File: src/rtl/cordic_fsm_ctrl_pkg.sv
// Shared types for the CORDIC sequencing controller: state encoding and
// variable-counter codes.
package cordic_fsm_ctrl_pkg;

  typedef enum logic [3:0] {
    S_IDLE,
    S_INIT,
    S_LOAD,
    S_ITER,
    S_SHIFT,
    S_ADD,
    S_WAIT_ADD,
    S_STORE,
    S_NEXT_IT,
    S_OUT,
    S_DONE
  } state_t;

  localparam logic [1:0] VAR_X = 2'b00;
  localparam logic [1:0] VAR_Y = 2'b01;
  localparam logic [1:0] VAR_Z = 2'b10;

endpackage

File: src/rtl/cordic_fsm_ctrl_if.sv
// Control bundle between the CORDIC FSM and its datapath/counters.
interface cordic_fsm_ctrl_if;

  logic       beg_FSM_CORDIC;
  logic       ACK_FSM_CORDIC;
  logic       operation;
  logic [1:0] shift_region_flag;
  logic [1:0] cont_var;
  logic       ready_add_subt;
  logic       max_tick_iter;
  logic       min_tick_iter;
  logic       max_tick_var;
  logic       min_tick_var;

  logic       reset_reg_cordic;
  logic       ready_CORDIC;
  logic       beg_add_subt;
  logic       ack_add_subt;
  logic       sel_mux_1;
  logic       sel_mux_3;
  logic [1:0] sel_mux_2;
  logic       mode;
  logic       enab_cont_iter;
  logic       load_cont_iter;
  logic       enab_cont_var;
  logic       load_cont_var;
  logic       enab_RB1;
  logic       enab_RB2;
  logic       enab_d_ff_Xn;
  logic       enab_d_ff_Yn;
  logic       enab_d_ff_Zn;
  logic       enab_d_ff_out;
  logic       enab_dff_shifted_x;
  logic       enab_dff_shifted_y;
  logic       enab_dff_LUT;
  logic       enab_dff_sign;

  modport fsm (
    input  beg_FSM_CORDIC, ACK_FSM_CORDIC, operation, shift_region_flag,
           cont_var, ready_add_subt, max_tick_iter, min_tick_iter,
           max_tick_var, min_tick_var,
    output reset_reg_cordic, ready_CORDIC, beg_add_subt, ack_add_subt,
           sel_mux_1, sel_mux_3, sel_mux_2, mode, enab_cont_iter,
           load_cont_iter, enab_cont_var, load_cont_var, enab_RB1, enab_RB2,
           enab_d_ff_Xn, enab_d_ff_Yn, enab_d_ff_Zn, enab_d_ff_out,
           enab_dff_shifted_x, enab_dff_shifted_y, enab_dff_LUT, enab_dff_sign
  );

  modport dp (
    output beg_FSM_CORDIC, ACK_FSM_CORDIC, operation, shift_region_flag,
           cont_var, ready_add_subt, max_tick_iter, min_tick_iter,
           max_tick_var, min_tick_var,
    input  reset_reg_cordic, ready_CORDIC, beg_add_subt, ack_add_subt,
           sel_mux_1, sel_mux_3, sel_mux_2, mode, enab_cont_iter,
           load_cont_iter, enab_cont_var, load_cont_var, enab_RB1, enab_RB2,
           enab_d_ff_Xn, enab_d_ff_Yn, enab_d_ff_Zn, enab_d_ff_out,
           enab_dff_shifted_x, enab_dff_shifted_y, enab_dff_LUT, enab_dff_sign
  );

endinterface

File: src/rtl/cordic_fsm_ctrl.sv
// Moore sequencer for the iterative single-adder CORDIC: one add/sub per
// variable per iteration, then result latch and completion handshake.
//
// state      | meaning
// S_IDLE     | waiting for start request
// S_INIT     | clear datapath, load iteration/variable counters
// S_LOAD     | capture input operands
// S_ITER     | capture post-mux registers for this iteration
// S_SHIFT    | capture shifted X/Y, LUT angle and sign
// S_ADD      | launch adder for current variable
// S_WAIT_ADD | wait for adder result
// S_STORE    | latch result into Xn/Yn/Zn, advance variable counter
// S_NEXT_IT  | advance iteration or finish
// S_OUT      | latch final output
// S_DONE     | result valid until consumer acknowledges
module cordic_fsm_ctrl
  import cordic_fsm_ctrl_pkg::*;
(
  input  logic             clk,
  input  logic             reset,
  cordic_fsm_ctrl_if.fsm   bus
);

  state_t r_state;
  state_t w_next;
  logic   w_unused;

  assign w_unused = bus.min_tick_var;

  // Selects follow the datapath inputs directly, regardless of state.
  assign bus.mode      = 1'b0;
  assign bus.sel_mux_2 = bus.cont_var;
  assign bus.sel_mux_1 = ~bus.min_tick_iter;
  assign bus.sel_mux_3 = bus.operation ^
                         ((bus.shift_region_flag == 2'b01) ||
                          (bus.shift_region_flag == 2'b10));

  always_ff @(posedge clk) begin
    if (reset) r_state <= S_IDLE;
    else       r_state <= w_next;
  end

  always_comb begin
    w_next                 = r_state;
    bus.reset_reg_cordic   = 1'b0;
    bus.ready_CORDIC       = 1'b0;
    bus.beg_add_subt       = 1'b0;
    bus.ack_add_subt       = 1'b0;
    bus.enab_cont_iter     = 1'b0;
    bus.load_cont_iter     = 1'b0;
    bus.enab_cont_var      = 1'b0;
    bus.load_cont_var      = 1'b0;
    bus.enab_RB1           = 1'b0;
    bus.enab_RB2           = 1'b0;
    bus.enab_d_ff_Xn       = 1'b0;
    bus.enab_d_ff_Yn       = 1'b0;
    bus.enab_d_ff_Zn       = 1'b0;
    bus.enab_d_ff_out      = 1'b0;
    bus.enab_dff_shifted_x = 1'b0;
    bus.enab_dff_shifted_y = 1'b0;
    bus.enab_dff_LUT       = 1'b0;
    bus.enab_dff_sign      = 1'b0;
    case (r_state)
      S_IDLE: if (bus.beg_FSM_CORDIC) w_next = S_INIT;
      S_INIT: begin
        bus.reset_reg_cordic = 1'b1;
        bus.load_cont_iter   = 1'b1;
        bus.load_cont_var    = 1'b1;
        w_next               = S_LOAD;
      end
      S_LOAD: begin
        bus.enab_RB1 = 1'b1;
        w_next       = S_ITER;
      end
      S_ITER: begin
        bus.enab_RB2 = 1'b1;
        w_next       = S_SHIFT;
      end
      S_SHIFT: begin
        bus.enab_dff_shifted_x = 1'b1;
        bus.enab_dff_shifted_y = 1'b1;
        bus.enab_dff_LUT       = 1'b1;
        bus.enab_dff_sign      = 1'b1;
        w_next                 = S_ADD;
      end
      S_ADD: begin
        bus.beg_add_subt = 1'b1;
        w_next           = S_WAIT_ADD;
      end
      S_WAIT_ADD: if (bus.ready_add_subt) w_next = S_STORE;
      S_STORE: begin
        bus.ack_add_subt  = 1'b1;
        bus.enab_cont_var = 1'b1;
        case (bus.cont_var)
          VAR_X:   bus.enab_d_ff_Xn = 1'b1;
          VAR_Y:   bus.enab_d_ff_Yn = 1'b1;
          VAR_Z:   bus.enab_d_ff_Zn = 1'b1;
          default: ;
        endcase
        // Variable counter wraps on its own after Z.
        w_next = bus.max_tick_var ? S_NEXT_IT : S_ADD;
      end
      S_NEXT_IT: begin
        if (bus.max_tick_iter) begin
          w_next = S_OUT;
        end else begin
          bus.enab_cont_iter = 1'b1;
          w_next             = S_ITER;
        end
      end
      S_OUT: begin
        bus.enab_d_ff_out = 1'b1;
        w_next            = S_DONE;
      end
      S_DONE: begin
        bus.ready_CORDIC = 1'b1;
        if (bus.ACK_FSM_CORDIC) w_next = S_IDLE;
      end
      default: w_next = S_IDLE;
    endcase
  end

endmodule

File: src/flat_wrapper.sv
// flat-port wrapper written by rule: the top's interface ports become plain ports
module cordic_fsm_ctrl_flat import cordic_fsm_ctrl_pkg::*;
  (clk, reset, bus_beg_FSM_CORDIC, bus_ACK_FSM_CORDIC, bus_operation, bus_shift_region_flag, bus_cont_var, bus_ready_add_subt, bus_max_tick_iter, bus_min_tick_iter, bus_max_tick_var, bus_min_tick_var, bus_reset_reg_cordic, bus_ready_CORDIC, bus_beg_add_subt, bus_ack_add_subt, bus_sel_mux_1, bus_sel_mux_3, bus_sel_mux_2, bus_mode, bus_enab_cont_iter, bus_load_cont_iter, bus_enab_cont_var, bus_load_cont_var, bus_enab_RB1, bus_enab_RB2, bus_enab_d_ff_Xn, bus_enab_d_ff_Yn, bus_enab_d_ff_Zn, bus_enab_d_ff_out, bus_enab_dff_shifted_x, bus_enab_dff_shifted_y, bus_enab_dff_LUT, bus_enab_dff_sign);
  cordic_fsm_ctrl_if bus_i ();
  input  logic clk;
  input  logic reset;
  input wire logic [$bits(bus_i.beg_FSM_CORDIC)-1:0] bus_beg_FSM_CORDIC;
  input wire logic [$bits(bus_i.ACK_FSM_CORDIC)-1:0] bus_ACK_FSM_CORDIC;
  input wire logic [$bits(bus_i.operation)-1:0] bus_operation;
  input wire logic [$bits(bus_i.shift_region_flag)-1:0] bus_shift_region_flag;
  input wire logic [$bits(bus_i.cont_var)-1:0] bus_cont_var;
  input wire logic [$bits(bus_i.ready_add_subt)-1:0] bus_ready_add_subt;
  input wire logic [$bits(bus_i.max_tick_iter)-1:0] bus_max_tick_iter;
  input wire logic [$bits(bus_i.min_tick_iter)-1:0] bus_min_tick_iter;
  input wire logic [$bits(bus_i.max_tick_var)-1:0] bus_max_tick_var;
  input wire logic [$bits(bus_i.min_tick_var)-1:0] bus_min_tick_var;
  output wire logic [$bits(bus_i.reset_reg_cordic)-1:0] bus_reset_reg_cordic;
  output wire logic [$bits(bus_i.ready_CORDIC)-1:0] bus_ready_CORDIC;
  output wire logic [$bits(bus_i.beg_add_subt)-1:0] bus_beg_add_subt;
  output wire logic [$bits(bus_i.ack_add_subt)-1:0] bus_ack_add_subt;
  output wire logic [$bits(bus_i.sel_mux_1)-1:0] bus_sel_mux_1;
  output wire logic [$bits(bus_i.sel_mux_3)-1:0] bus_sel_mux_3;
  output wire logic [$bits(bus_i.sel_mux_2)-1:0] bus_sel_mux_2;
  output wire logic [$bits(bus_i.mode)-1:0] bus_mode;
  output wire logic [$bits(bus_i.enab_cont_iter)-1:0] bus_enab_cont_iter;
  output wire logic [$bits(bus_i.load_cont_iter)-1:0] bus_load_cont_iter;
  output wire logic [$bits(bus_i.enab_cont_var)-1:0] bus_enab_cont_var;
  output wire logic [$bits(bus_i.load_cont_var)-1:0] bus_load_cont_var;
  output wire logic [$bits(bus_i.enab_RB1)-1:0] bus_enab_RB1;
  output wire logic [$bits(bus_i.enab_RB2)-1:0] bus_enab_RB2;
  output wire logic [$bits(bus_i.enab_d_ff_Xn)-1:0] bus_enab_d_ff_Xn;
  output wire logic [$bits(bus_i.enab_d_ff_Yn)-1:0] bus_enab_d_ff_Yn;
  output wire logic [$bits(bus_i.enab_d_ff_Zn)-1:0] bus_enab_d_ff_Zn;
  output wire logic [$bits(bus_i.enab_d_ff_out)-1:0] bus_enab_d_ff_out;
  output wire logic [$bits(bus_i.enab_dff_shifted_x)-1:0] bus_enab_dff_shifted_x;
  output wire logic [$bits(bus_i.enab_dff_shifted_y)-1:0] bus_enab_dff_shifted_y;
  output wire logic [$bits(bus_i.enab_dff_LUT)-1:0] bus_enab_dff_LUT;
  output wire logic [$bits(bus_i.enab_dff_sign)-1:0] bus_enab_dff_sign;
  assign bus_i.beg_FSM_CORDIC = bus_beg_FSM_CORDIC;
  assign bus_i.ACK_FSM_CORDIC = bus_ACK_FSM_CORDIC;
  assign bus_i.operation = bus_operation;
  assign bus_i.shift_region_flag = bus_shift_region_flag;
  assign bus_i.cont_var = bus_cont_var;
  assign bus_i.ready_add_subt = bus_ready_add_subt;
  assign bus_i.max_tick_iter = bus_max_tick_iter;
  assign bus_i.min_tick_iter = bus_min_tick_iter;
  assign bus_i.max_tick_var = bus_max_tick_var;
  assign bus_i.min_tick_var = bus_min_tick_var;
  assign bus_reset_reg_cordic = bus_i.reset_reg_cordic;
  assign bus_ready_CORDIC = bus_i.ready_CORDIC;
  assign bus_beg_add_subt = bus_i.beg_add_subt;
  assign bus_ack_add_subt = bus_i.ack_add_subt;
  assign bus_sel_mux_1 = bus_i.sel_mux_1;
  assign bus_sel_mux_3 = bus_i.sel_mux_3;
  assign bus_sel_mux_2 = bus_i.sel_mux_2;
  assign bus_mode = bus_i.mode;
  assign bus_enab_cont_iter = bus_i.enab_cont_iter;
  assign bus_load_cont_iter = bus_i.load_cont_iter;
  assign bus_enab_cont_var = bus_i.enab_cont_var;
  assign bus_load_cont_var = bus_i.load_cont_var;
  assign bus_enab_RB1 = bus_i.enab_RB1;
  assign bus_enab_RB2 = bus_i.enab_RB2;
  assign bus_enab_d_ff_Xn = bus_i.enab_d_ff_Xn;
  assign bus_enab_d_ff_Yn = bus_i.enab_d_ff_Yn;
  assign bus_enab_d_ff_Zn = bus_i.enab_d_ff_Zn;
  assign bus_enab_d_ff_out = bus_i.enab_d_ff_out;
  assign bus_enab_dff_shifted_x = bus_i.enab_dff_shifted_x;
  assign bus_enab_dff_shifted_y = bus_i.enab_dff_shifted_y;
  assign bus_enab_dff_LUT = bus_i.enab_dff_LUT;
  assign bus_enab_dff_sign = bus_i.enab_dff_sign;
  cordic_fsm_ctrl u_core (.clk(clk), .reset(reset), .bus(bus_i));
endmodule
File: config.mk
export PLATFORM = sky130hd
export DESIGN_NAME = cordic_fsm_ctrl_flat
export DESIGN_NICKNAME = d
export VERILOG_FILES = /design/src/rtl/cordic_fsm_ctrl_pkg.sv /design/src/rtl/cordic_fsm_ctrl_if.sv /design/src/rtl/cordic_fsm_ctrl.sv /design/src/flat_wrapper.sv
export SDC_FILE = /design/constraint.sdc
export NUM_CORES = 1
export LEC_CHECK = 0
export CAP_MARGIN = 20
export CORE_AREA = 5 5 46 52
export CTS_CLUSTER_SIZE = 14
export DETAILED_ROUTE_END_ITERATION = 10
export DIE_AREA = 0 0 51 57
export PLACE_DENSITY = 0.71
export SYNTH_ARGS = -nofsm -noshare
export SYNTH_HDL_FRONTEND = slang
export SYNTH_SLANG_ARGS = --single-unit
File: constraint.sdc
create_clock -name clk -period 1.22 [get_ports clk]
set_clock_uncertainty 0.1 [all_clocks]
set_input_delay 0.183 -clock clk [delete_from_list [all_inputs] [get_ports clk]]
set_output_delay 0.183 -clock clk [all_outputs]
set_load 0.01 [all_outputs]
==> results of run 1 <==
[cell families after synthesis]
group,Yosys count,share of synthesized area [%]
AOI/OAI and AO/OA,10,17.1
xor gates and xnor gates,2,3.57
buffers and inverters,16,22.4
DFF,4,16.3
other,1,0.765
and+or+nand+nor,31,39.8
[cell usage in the layout (no fill, tap or decap), drive strengths merged, types with 4 or more instances in the layout]
cell,synthesis,routed
nor3b,4,4
nor3,5,5
clkdlybuf4s50,0,7
dlygate4sd2,0,6
dfxtp,4,4
nor2,4,4
nand2b,4,4
buf,13,43
[through the flow]
stage | total power, mW | TNS (ps) | cells
floorplan | 0.377 | -497 | 64
global placement | 0.531 | -9810 | 119
detailed placement | 0.537 | -10380 | 119
CTS | 0.777 | -5560 | 128
global route | 0.867 | -6800 | 131
finish | 0.826 | -5610 | 131
[layer usage]
layer | up-vias | track usage [%] | routed length [um] | part of all wire [%]
li1 | 310 | - | - | -
met1 | 287 | 15.6 | 687 | 36
met2 | 22 | 26.3 | 1100 | 57
met3 | 3 | 2.09 | 113 | 5.8
met4 | 0 | 5.77 | 34 | 1.8
met5 | - | 0 | 0 | 0
[how the worst max path moves through the flow]
| stage | from | endpoint | slack [ps] | depth (start not counted) |
|---|---|---|---|---|
| floorplan | u_core.r_state[1] | bus_enab_dff_shifted_x | -80 | 3 |
| global placement | bus_cont_var[1] | bus_enab_d_ff_Zn | -580 | 3 |
| detailed placement | bus_cont_var[0] | bus_enab_d_ff_Yn | -610 | 3 |
| CTS | u_core.r_state[3] | bus_enab_d_ff_Yn | -340 | 4 |
| global route | u_core.r_state[3] | bus_enab_d_ff_Zn | -420 | 4 |
| finish | u_core.r_state[3] | bus_enab_d_ff_Zn | -360 | 4 |
[area by class of cell]
type	instances	area, um^2
flip-flops and latches	4	90.1
well taps	19	23.8
inverters	3	13.8
multi-input cells	44	474
fillers	168	752
clock buffers	3	22.5
repair buffers	58	517
[power by group through the flow]
stage                     sequential (mW)  combinational, mW  clock, mW
final                               0.161              0.492      0.173
after detailed placement            0.158              0.379          0
after global routing                0.163              0.524      0.180
after floorplan                     0.159              0.218          0
after CTS                           0.161              0.446      0.171
after global placement              0.157              0.373          0
[timing repair]
action / 4_1_cts / 5_1_grt
cloned: 0 / 0
hold buffers: 0 / 0
buffers inserted: 6 / 4
setup endpoints to repair: 26 / 24
pin swaps: 13 / 10
gates resized for setup: 110 / 19
==> key figures, run 1 <==
Run
  – # Max-Cap Violations: 0

Clock network
  – Root buf cell: clkbuf_4
  – TritonCTS clock tree: yes
  – CTS Buf Count: 3
  – Clock Latency Late Sink: 250 ps
  – Clock Sinks: 4
  – H-tree depth: 1
  – Max Root-Sink Buffers: 2
  – Clock-pin slew on the worst setup and hold paths: 40 ps

Routing
  – Final WL: 1930 um
  – Vias/cell: 4.75
  – Vias post-DR: 622
  – DR iter-0 viols: 8
  – Pre-antenna DRT Iters: 4
  – Post-DRT Antenna Nets: 0
  – Average wire per standard cell: 14.8 um
  – DRC: 0

Synthesis
  – Flops & latches, synth: 4
  – Ys flop type: dfxtp_1
  – Top-count cell post-synth: buf_4
  – Synth top cells by count: buf_4 (11), nor3_1 (5)
  – Post-synth EDFFs: 0
  – Synth area leader: buf_4
  – Area share of the largest cell type after synthesis: 16.8%
  – Mapped cell area: 490 um^2
  – Async SR Flop Fraction: 0%
  – Largest cells by area after synthesis: buf_4 (17%), dfxtp_1 (16%), nor3b_1 (6.1%)
  – Sequential-to-total area share from yosys stat: 16.3%
  – Mapped Cells: 64
  – Ys Warns: 0
  – Syn nets: 78
  – Avg Inst Size Synth: 7.66 um^2
  – Library cells used by synthesis: 28

Place
  – Pre-CTS WS: -608 ps
  – HPWL after DPL: 1280 um
  – Routability cong.: 0.782
  – IO Port Bufs: 34
  – Placed cell areas: 955 um^2

STA
  – Fmax: 632 MHz
  – RSZ-0062 raised after global routing: true
  – Hold slack: 463 ps
  – Max Slew Vio Count: 0
  – Final Setup Violations: 21
  – Final WS setup: -362 ps
  – Period minus WS final: 1580 ps
  – Hold Vio Cnt, Final: 0
  – Part of the cycle the worst path needs: 130%

Floorplanning
  – Initial Util: 25.9%
  – # rows: 17
  – Die H: 57 um
  – Io pins: 37
  – Die ar.: 2910 um^2
  – Die W: 51 um
  – CORE AREA: 1890 um^2

Finish
  – Final core occ: 60.3%
  – Number of antenna diodes: 0
  – Layout cell share with drive strength beyond 1: 72.3%
  – Largest register FFs: 4
  – P&R area growth vs syn: 133%
  – Biggest regs: u_core.r_state (4)
  – Register name with the most flops: u_core.r_state
  – Final nets: 128
  – Fin area: 1140 um^2

Critical path
  – Critical path fanouts, max: 4
  – Worst path bufs/invs: 1
  – Critical Path Source Type: flop
  – Critical Path Max Stage Delay: 320 ps
  – Slowest-stage cell, CP: dfxtp_2
  – CP Cell Sequence: nand2b_4 > or2_4 > nor3b_4 > buf_2
  – Flop-to-flop setup slack: -310 ps
  – Worst R2R End: u_core.r_state[1]
  – RR Startpoint: u_core.r_state[0]
  – CP endpoint kind: output pin
  – Worst path top cell family by delay: simple AND/OR/NAND/NOR gates
  – Worst path required time: 940 ps
  – Kind of critical path: flop to output pin
  – Worst endpoint data arrival time: 1300 ps
  – Reg2Reg Depth: 5

Power
  – Power Dens Cells: 724 nW/um^2
  – Combinational power share: 59.5%
  – Seq pwr share: 19.5%
  – Max VDD drop: 0.535 mV
  – Clk pwr share: 21.0%
  – Net Sw Frac: 34.8%
  – Pleak: 0.498 nW
  – P_sw: 287 uW
  – Internal power: 539 uW

Worst hold path
  – Hold path start: reset
  – Hold Path Stages: 2
  – HP Class: primary input to flop
  – Worst Hold Endpoint: u_core.r_state[3]

GRT
  – First-pass GRT wire length: 3190 um
  – Vias in the first global route: 662
  – GRT Total Usage: 14.1%
  – Initial antenna violation count: 0
  – Largest net degree at the start of global routing: 12
  – Total grt overflow: 0

Run status
  – Run status: complete, but fails checks
  – Failing checks: negative setup slack
No activity file was read; power rests on OpenSTA's default activity.
==> run 2: changes to the inputs <==
Settings changed: PLACE_DENSITY 0.71 to 0.7.
==> key figures, run 2 (synthesis results as in run 1) <==
Critical path
  – Slowest-stage cell, CP: dfxtp_2 (unchanged)
  – RR Startpoint: u_core.r_state[3] (was u_core.r_state[0])
  – Flop-to-flop setup slack: -290 ps (was -310 ps)
  – Reg2Reg Depth: 5 (unchanged)
  – Worst path bufs/invs: 1 (unchanged)
  – Kind of critical path: flop to output pin (unchanged)
  – Critical Path Max Stage Delay: 310 ps (was 320 ps)
  – Worst path required time: 940 ps (about the same)
  – CP endpoint kind: output pin (unchanged)
  – Critical Path Stages: 4 (unchanged)
  – Critical Path Source Type: flop (unchanged)
  – Worst endpoint data arrival time: 1250 ps (was 1300 ps)
  – CP Cell Sequence: nand2b_4 > or2_4 > nor3b_4 > buf_2 (unchanged)
  – Critical path fanouts, max: 4 (unchanged)
  – Worst R2R End: u_core.r_state[1] (unchanged)
  – Worst path top cell family by delay: simple AND/OR/NAND/NOR gates (unchanged)

Floorplanning
  – Io pins: 37 (unchanged)
  – Die H: 57 um (unchanged)
  – Die ar.: 2910 um^2 (unchanged)
  – Initial Util: 25.9% (unchanged)
  – Die W: 51 um (unchanged)
  – # rows: 17 (unchanged)
  – CORE AREA: 1890 um^2 (unchanged)

Worst hold path
  – Hold path start: reset (unchanged)
  – HP Class: primary input to flop (unchanged)
  – Worst Hold Endpoint: u_core.r_state[3] (unchanged)
  – Hold Path Stages: 2 (unchanged)

Run status
  – Failing checks: negative setup slack (unchanged)
  – Run status: complete, but fails checks (unchanged)

GRT
  – Vias in the first global route: 596 (was 662)
  – GRT Total Usage: 12.0% (was 14.1%)
  – Initial antenna violation count: 0 (unchanged)
  – First-pass GRT wire length: 2680 um (was 3190 um)
  – Largest net degree at the start of global routing: 10 (was 12)
  – Total grt overflow: 0 (unchanged)

Finish
  – Layout cell share with drive strength beyond 1: 64.2% (was 72.3%)
  – P&R area growth vs syn: 115% (was 133%)
  – Register name with the most flops: u_core.r_state (unchanged)
  – Largest register FFs: 4 (unchanged)
  – Number of antenna diodes: 0 (unchanged)
  – Final core occ: 55.7% (was 60.3%)
  – Most common cell after layout, fill and taps aside: buf_2 (unchanged)
  – Final nets: 125 (was 128)
  – Most frequent cells in the layout: buf_2 (17), buf_4 (10), buf_6 (9) (was buf_2 (16), buf_6 (15), buf_4 (9))
  – Biggest regs: u_core.r_state (4) (unchanged)

Routing
  – Vias/cell: 4.84 (was 4.75)
  – Pre-antenna DRT Iters: 3 (was 4)
  – DRC: 0 (unchanged)
  – Average wire per standard cell: 12.8 um (was 14.8 um)
  – Vias post-DR: 619 (was 622)
  – Post-DRT Antenna Nets: 0 (unchanged)
  – DR iter-0 viols: 4 (was 8)
  – Final WL: 1640 um (was 1930 um)

Clock network
  – Root buf cell: clkbuf_4 (unchanged)
  – Max Root-Sink Buffers: 2 (unchanged)
  – Clock Latency Late Sink: 230 ps (was 250 ps)
  – Hold buffers post-CTS: 0 (unchanged)
  – TritonCTS clock tree: yes (unchanged)
  – Clock Sinks: 4 (unchanged)
  – H-tree depth: 1 (unchanged)
  – CTS Buf Count: 3 (unchanged)
  – Clock-pin slew on the worst setup and hold paths: 40 ps (about the same)

STA
  – Final Setup Violations: 21 (unchanged)
  – Fmax: 651 MHz (was 632 MHz)
  – Part of the cycle the worst path needs: 126% (was 130%)
  – Max Slew Vio Count: 0 (unchanged)
  – RSZ-0062 raised after global routing: true (unchanged)
  – Period minus WS final: 1540 ps (was 1580 ps)
  – Hold Vio Cnt, Final: 0 (unchanged)
  – Final WS setup: -316 ps (was -362 ps)

Place
  – Routability cong.: 0.779 (was 0.782)
  – IO Port Bufs: 34 (unchanged)
  – Pre-CTS WS: -603 ps (was -608 ps)
  – HPWL after DPL: 1230 um (was 1280 um)

Power
  – Total chip power: 753 uW (was 826 uW)
  – Power Dens Cells: 714 nW/um^2 (was 724 nW/um^2)
  – Max VDD drop: 0.429 mV (was 0.535 mV)
  – Pleak: 0.477 nW (was 0.498 nW)

Run
  – # Max-Cap Violations: 0 (unchanged)
==> run 2: through the flow <==
stage               hold WS (ps)  cell area, um^2  setup TNS (ps)  std cells
floorplan                    152              586            -497         64
global placement             439              955          -10020        119
detailed placement           442              955          -10370        119
CTS                          447             1010           -5100        125
global route                 454             1050           -6630        128
finish                       449             1050           -5110        128
==> run 2: what timing repair did <==
item,in CTS,in global routing
setup endpoints to repair,26,23
pin swaps,12,8
hold endpoints to repair,0,0
gates resized for setup,109,7
buffers inserted,3,3
==> run 2: cell type report <==
type	instances	area, um^2
well taps	19	23.8
clock buffers	3	22.5
repair buffers	55	472
inverters	3	13.8
multi-input cells	44	433
flip-flops and latches	4	90.1
fillers	176	838
==> run 2: layer usage <==
layer	wire length [um]	GRT usage [%]	up-vias
met5	0	0	-
met4	38	9.23	0
met3	148	2.87	4
met2	880	21.5	24
met1	573	11.6	284
li1	-	-	307
==> run 2: worst max-delay path by stage <==
stage                                  from                     end  slack, ps
after floorplan           u_core.r_state[1]  bus_enab_dff_shifted_x        -80
after global placement      bus_cont_var[1]        bus_enab_d_ff_Zn       -580
final                     u_core.r_state[3]        bus_enab_d_ff_Zn       -320
after CTS                 u_core.r_state[1]        bus_enab_d_ff_Zn       -350
after global routing      u_core.r_state[3]        bus_enab_d_ff_Zn       -380
after detailed placement    bus_cont_var[0]        bus_enab_d_ff_Yn       -600
==> run 2: report_power, final <==
| group | leakage (nW) | switching [mW] | total, mW | internal [mW] |
|---|---|---|---|---|
| sequential | 0.0349 | 0.0158 | 0.161 | 0.145 |
| clock | 0.0138 | 0.0547 | 0.165 | 0.110 |
| combinational | 0.428 | 0.181 | 0.427 | 0.246 |
| total | 0.477 | 0.251 | 0.753 | 0.501 |
